### src/rtl/mutex_merge_pkg.sv
// Shared types and constants for the N-channel drive/free merge.
package mutex_merge_pkg;

  typedef enum logic {
    IDLE = 1'b0,
    BUSY = 1'b1
  } state_t;

  localparam int MODE_FIXED = 0;
  localparam int MODE_RR    = 1;

endpackage

### src/rtl/mutex_merge_n_rr_arb.sv
// Combinational arbiter: fixed priority or round-robin from ptr+1, via a
// double-width masked lowest-set-bit search so the wrap needs no special case.
module rr_arb_n
  import mutex_merge_pkg::*;
#(
  parameter int N_CH = 4,
  parameter int MODE = MODE_FIXED,
  localparam int IW = $clog2(N_CH)
) (
  input  logic [N_CH-1:0] req,
  input  logic [IW-1:0]   ptr,
  output logic [N_CH-1:0] grant,
  output logic [IW-1:0]   idx,
  output logic            any
);

  logic [2*N_CH-1:0] dbl_req;
  logic [2*N_CH-1:0] dbl_mask;
  logic [2*N_CH-1:0] dbl_hit;
  int                start;

  always_comb begin
    start = 0;
    if (MODE == MODE_RR) begin
      start = (int'(ptr) == N_CH - 1) ? 0 : int'(ptr) + 1;
    end
    dbl_req  = {req, req};
    dbl_mask = '0;
    for (int i = 0; i < 2 * N_CH; i++) begin
      dbl_mask[i] = (i >= start);
    end
    dbl_hit = dbl_req & dbl_mask;
    // Upper copy holds every request, so a hit exists whenever req != 0.
    idx = '0;
    for (int i = 2 * N_CH - 1; i >= 0; i--) begin
      if (dbl_hit[i]) idx = IW'(i % N_CH);
    end
    any   = |req;
    grant = '0;
    if (any) grant[idx] = 1'b1;
  end

endmodule

### src/rtl/mutex_merge_n.sv
// Clocked N-channel merge: arbitrates drive pulses onto one downstream stage,
// keeps losers pending, and returns the downstream free to the owning channel.
module mutex_merge_n
  import mutex_merge_pkg::*;
#(
  parameter int N_CH = 4,
  parameter int MODE = MODE_FIXED,
  localparam int IW = $clog2(N_CH)
) (
  input  logic            clk,
  input  logic            rst,
  input  logic [N_CH-1:0] i_drive,
  output logic [N_CH-1:0] o_free,
  output logic            o_driveNext,
  input  logic            i_freeNext,
  output logic [IW-1:0]   o_owner,
  output logic            o_busy,
  output logic            o_err,
  output state_t          dbg_state
);

  // Handshake: a one-cycle i_drive[k] pulse is a request; it is answered by a
  // one-cycle o_free[k] pulse. Downstream sees one o_driveNext pulse per grant
  // and answers with one i_freeNext pulse (allowed in the o_driveNext cycle).
  state_t          state, state_d;
  logic [N_CH-1:0] pending, pending_d;
  logic [N_CH-1:0] owner_mask, req, win_grant, free_d;
  logic [IW-1:0]   owner_d, rr_ptr, rr_ptr_d, win_idx;
  logic            win_any, drive_d, err_d;

  rr_arb_n #(.N_CH(N_CH), .MODE(MODE)) u_arb (
    .req   (req),
    .ptr   (rr_ptr),
    .grant (win_grant),
    .idx   (win_idx),
    .any   (win_any)
  );

  always_comb begin
    owner_mask = '0;
    if (state == BUSY) owner_mask[o_owner] = 1'b1;
    // Drives on an already-pending channel or on the owner are dropped.
    req       = pending | (i_drive & ~pending & ~owner_mask);
    err_d     = o_err | (|(i_drive & (pending | owner_mask))) |
                (i_freeNext && (state == IDLE));
    state_d   = state;
    pending_d = pending;
    owner_d   = o_owner;
    rr_ptr_d  = rr_ptr;
    drive_d   = 1'b0;
    free_d    = '0;
    case (state)
      IDLE: begin
        if (win_any) begin
          owner_d   = win_idx;
          rr_ptr_d  = win_idx;
          pending_d = req & ~win_grant;
          drive_d   = 1'b1;
          state_d   = BUSY;
        end
      end
      BUSY: begin
        pending_d = req;
        if (i_freeNext) begin
          free_d  = owner_mask;
          state_d = IDLE;
        end
      end
      default: state_d = IDLE;
    endcase
  end

  always_ff @(posedge clk or negedge rst) begin
    if (!rst) begin
      state       <= IDLE;
      pending     <= '0;
      o_owner     <= '0;
      rr_ptr      <= IW'(N_CH - 1);
      o_driveNext <= 1'b0;
      o_free      <= '0;
      o_err       <= 1'b0;
    end else begin
      state       <= state_d;
      pending     <= pending_d;
      o_owner     <= owner_d;
      rr_ptr      <= rr_ptr_d;
      o_driveNext <= drive_d;
      o_free      <= free_d;
      o_err       <= err_d;
    end
  end

  assign o_busy    = (state == BUSY);
  assign dbg_state = state;

endmodule

### config.mk
export PLATFORM = sky130hd
export DESIGN_NAME = mutex_merge_n
export DESIGN_NICKNAME = d
export VERILOG_FILES = /design/src/rtl/mutex_merge_pkg.sv /design/src/rtl/mutex_merge_n_rr_arb.sv /design/src/rtl/mutex_merge_n.sv
export SDC_FILE = /design/constraint.sdc
export NUM_CORES = 1
export LEC_CHECK = 0
export CORE_AREA = 5 5 42 44
export DETAILED_ROUTE_END_ITERATION = 7
export DIE_AREA = 0 0 47 49
export DONT_BUFFER_PORTS = 1
export PLACE_DENSITY_LB_ADDON = 0.08
export SKIP_CTS_REPAIR_TIMING = 1
export SLEW_MARGIN = 0
export SYNTH_ARGS = -nofsm -noshare
export SYNTH_HDL_FRONTEND = slang
export SYNTH_SLANG_ARGS = --single-unit
### constraint.sdc
create_clock -name clk -period 3 [get_ports clk]
set_input_delay 0.6 -clock clk [delete_from_list [all_inputs] [get_ports clk]]
set_output_delay 0.6 -clock clk [all_outputs]
set_load 0.02 [all_outputs]
==> flow_metrics.env <==
export IMPL_critPathKind="reg2reg"
export IMPL_die_y_um=49
export IMPL_arrival_ns=2.01
export IMPL_hold_path_class="in2async"
export IMPL_grt_total_usage_pct=12.07
export IMPL_path_cells="nand3_1, a21oi_2, nand2_1, a221o_1"
export IMPL_worstSkewPairLatency_ns=0.27
export IMPL_synth_cell_types=27
export IMPL_startpoint_type="flip-flop"
export IMPL_htree_levels=1
export IMPL_root_buffer="clkbuf_4"
export IMPL_worstReg2RegEnd="o_owner[1]$_DFFE_PN0P_"
export IMPL_io_pins=17
export IMPL_overflow=0
export IMPL_skew_ns=0.002647
export IMPL_startpoint="dbg_state$_DFF_PN0_"
export IMPL_drive_gt1_share_pct=18.97
export IMPL_rsz0062_at_grt="no"
export IMPL_final_util_pct=45.27
export IMPL_critPathMaxStageDelay_ns=0.81
export IMPL_syn_inst=55
export IMPL_r2r_slack_ns=1.15
export IMPL_power_net_switching_uw=119.8
export IMPL_dp_cells=69
export IMPL_synth_main_ff_cell="dfrtp_1"
export IMPL_syn_num_nets=62
export IMPL_p_comb_share_pct=12.5
export IMPL_gp_congestion=0.8174
export IMPL_setup_viol=0
export IMPL_netlist_area_um2=593.1
export IMPL_port_buffers=0
export IMPL_setup_tns_ns=0
export IMPL_via_count=426
export IMPL_synth_seq_cells=13
export IMPL_p_clk_share_pct=28.1
export IMPL_cellLeakagePower_uw=0.0002660
export IMPL_viasPerCell=5.757
export IMPL_initial_core_util_pct=42.32
export IMPL_synth_edf_count=0
export IMPL_rows=14
export IMPL_swShare_pct=31.01
export IMPL_cts_tree="built"
export IMPL_wirelength_mm=1.276
export IMPL_status="finished clean"
export IMPL_dr_first_iter_drc_count=6
export IMPL_fill_cells=145
export IMPL_yosysSeqAreaShare_pct=54.85
export IMPL_ant_nets=0
export IMPL_fin_crit_sh_pct=61.51
export IMPL_max_freq_ghz=0.5419
export IMPL_grt_start_max_net_pins=14
export IMPL_antenna_found_initial=0
export IMPL_path_max_fanout=13
export IMPL_required_ns=3.16
export IMPL_grt_pass1_wl_mm=1.959
export IMPL_cpMaxStageDelayCell="dfrtp_1"
export IMPL_min_period_ns=1.845
export IMPL_area_growth_pct=6.962
export IMPL_core_area_mm2=0.001401
export IMPL_cts_clk_slew_worst_paths_ns=0.08
export IMPL_die_width_um=47
export IMPL_fin_cells=74
export IMPL_cts_sinks=13
export IMPL_endpoint_kind="flip-flop"
export IMPL_layout_common_cells="dfrtp_1 (13), nor2_1 (8), a21oi_2 (3), clkbuf_4 (3)"
export IMPL_slew_violations=0
export IMPL_die_area_mm2=0.002303
export IMPL_drt_first_pass_iters=4
export IMPL_syn_avg_cell_area_um2=10.78
export IMPL_final_net_count=66
export IMPL_p_int_uw=266.6
export IMPL_mostFrequentLayoutCell="dfrtp_1"
export IMPL_worstMarginPinSlew_ns=0.7154
export IMPL_cts_inserted_buffers=3
export IMPL_drc=0
export IMPL_maxCapViolCount=0
export IMPL_wl_per_cell_um=17.24
export IMPL_seqPwrFrac_pct=59.5
export IMPL_grt_pass1_vias=428
export IMPL_hpwlAfterDp_um=978.4
export IMPL_cp_endpoint="o_owner[1]$_DFFE_PN0P_"
export IMPL_timing_final_hold_violations=0
export IMPL_synthArstFlopShare_pct=100.0
export IMPL_regToRegStartpoint="dbg_state$_DFF_PN0_"
export IMPL_relSlewSlack_pct=52.30
export IMPL_ir_worst_vdd_v=0.0003394
export IMPL_diodes=0
export IMPL_cts_buffer_depth=2
export IMPL_r2r_cells=4
export IMPL_synth_warnings=0
export IMPL_cellPowerDensity_mw_per_mm2=609.1
[how the worst min path moves through the flow]
stage                     slack [ns]                      to  depth (start not counted)  startpoint
final                          0.009  pending[1]$_DFFE_PN0P_                          0         rst
after global routing           0.004     o_free[1]$_DFF_PN0_                          0         rst
after CTS                      0.005     o_free[0]$_DFF_PN0_                          0         rst
after detailed placement        0.30     o_free[1]$_DFF_PN0_                          0         rst
after global placement          0.30   o_driveNext$_DFF_PN0_                          0         rst
after floorplan                 0.30     dbg_state$_DFF_PN0_                          0         rst
[cells in the mapped netlist, types with 2 or more instances]
library cell | number | area share, %
a21oi_1 | 2 | 1.7
buf_4 | 2 | 2.5
dfrtp_1 | 13 | 55
nor2_1 | 8 | 5.1
nand2_1 | 2 | 1.3
nor3_1 | 2 | 1.7
a21oi_2 | 3 | 4.4
inv_1 | 2 | 1.3
o21ai_0 | 2 | 1.7
and2_1 | 2 | 2.1
[worst max-delay path, delay by kind of cell, from the launching register on]
kind / cells / cell delay (ns)
simple gates: 2 / 0.32
flops: 1 / 0.81
compound gates: 2 / 0.60
[power by group through the flow]
stage	combinational (uW)	sequential (uW)	clock, uW
6_report	48.2	230	108
5_1_grt	54.4	233	115
4_1_cts	46.3	230	111
3_5_place_dp	46.3	233	0
3_3_place_gp	44.8	232	0
2_1_floorplan	44.1	223	0
[state kept, by name, summed over array words and instances, names as in the netlist]
register	cells
o_owner	2
dbg_state	1
o_free	4
pending	4
o_err	1
o_driveNext	1
[cells by family (layout without fill, tap and decap cells)]
kind of cell    Yosys count  in the layout  synth area share (%)
flops                    13             13                 54.85
mux                       1              1                 1.688
simple gates             24             24                 22.79
compound gates           13             13                 16.88
buf+inv                   4              7                 3.797
[final cells by class]
cell class	instances	area [um^2]	share of cell area [%]
Clock buffer	4	26.28	4.142
Inverter	2	7.507	1.183
Multi-Input combinational cell	38	245.2	38.66
Sequential cell	13	325.3	51.28
Tap cell	16	20.02	3.156
Timing Repair Buffer	1	10.01	1.578
[per-layer routing]
layer  vias to the layer above  global-route usage [%]  wire length [um]
met1                       200                   13.54               528
met4                         0                   9.217                48
li1                        201                       -                 -
met2                        19                   17.65               571
met5                         -                       0                 0
met3                         6                   4.428               127
[stage by stage]
step	total power, uW	area [um^2]	setup WS (ns)	hold slack [ns]
after CTS	387.0	624.3	1.180	0.004987
after global placement	277.2	598.1	1.268	0.3047
final	386.4	634.4	1.155	0.009378
after detailed placement	279.6	598.1	1.196	0.3048
after floorplan	267.3	593.1	1.521	0.3044
after global routing	402.4	634.4	1.023	0.003992
Power figures use the tool's default switching activity.
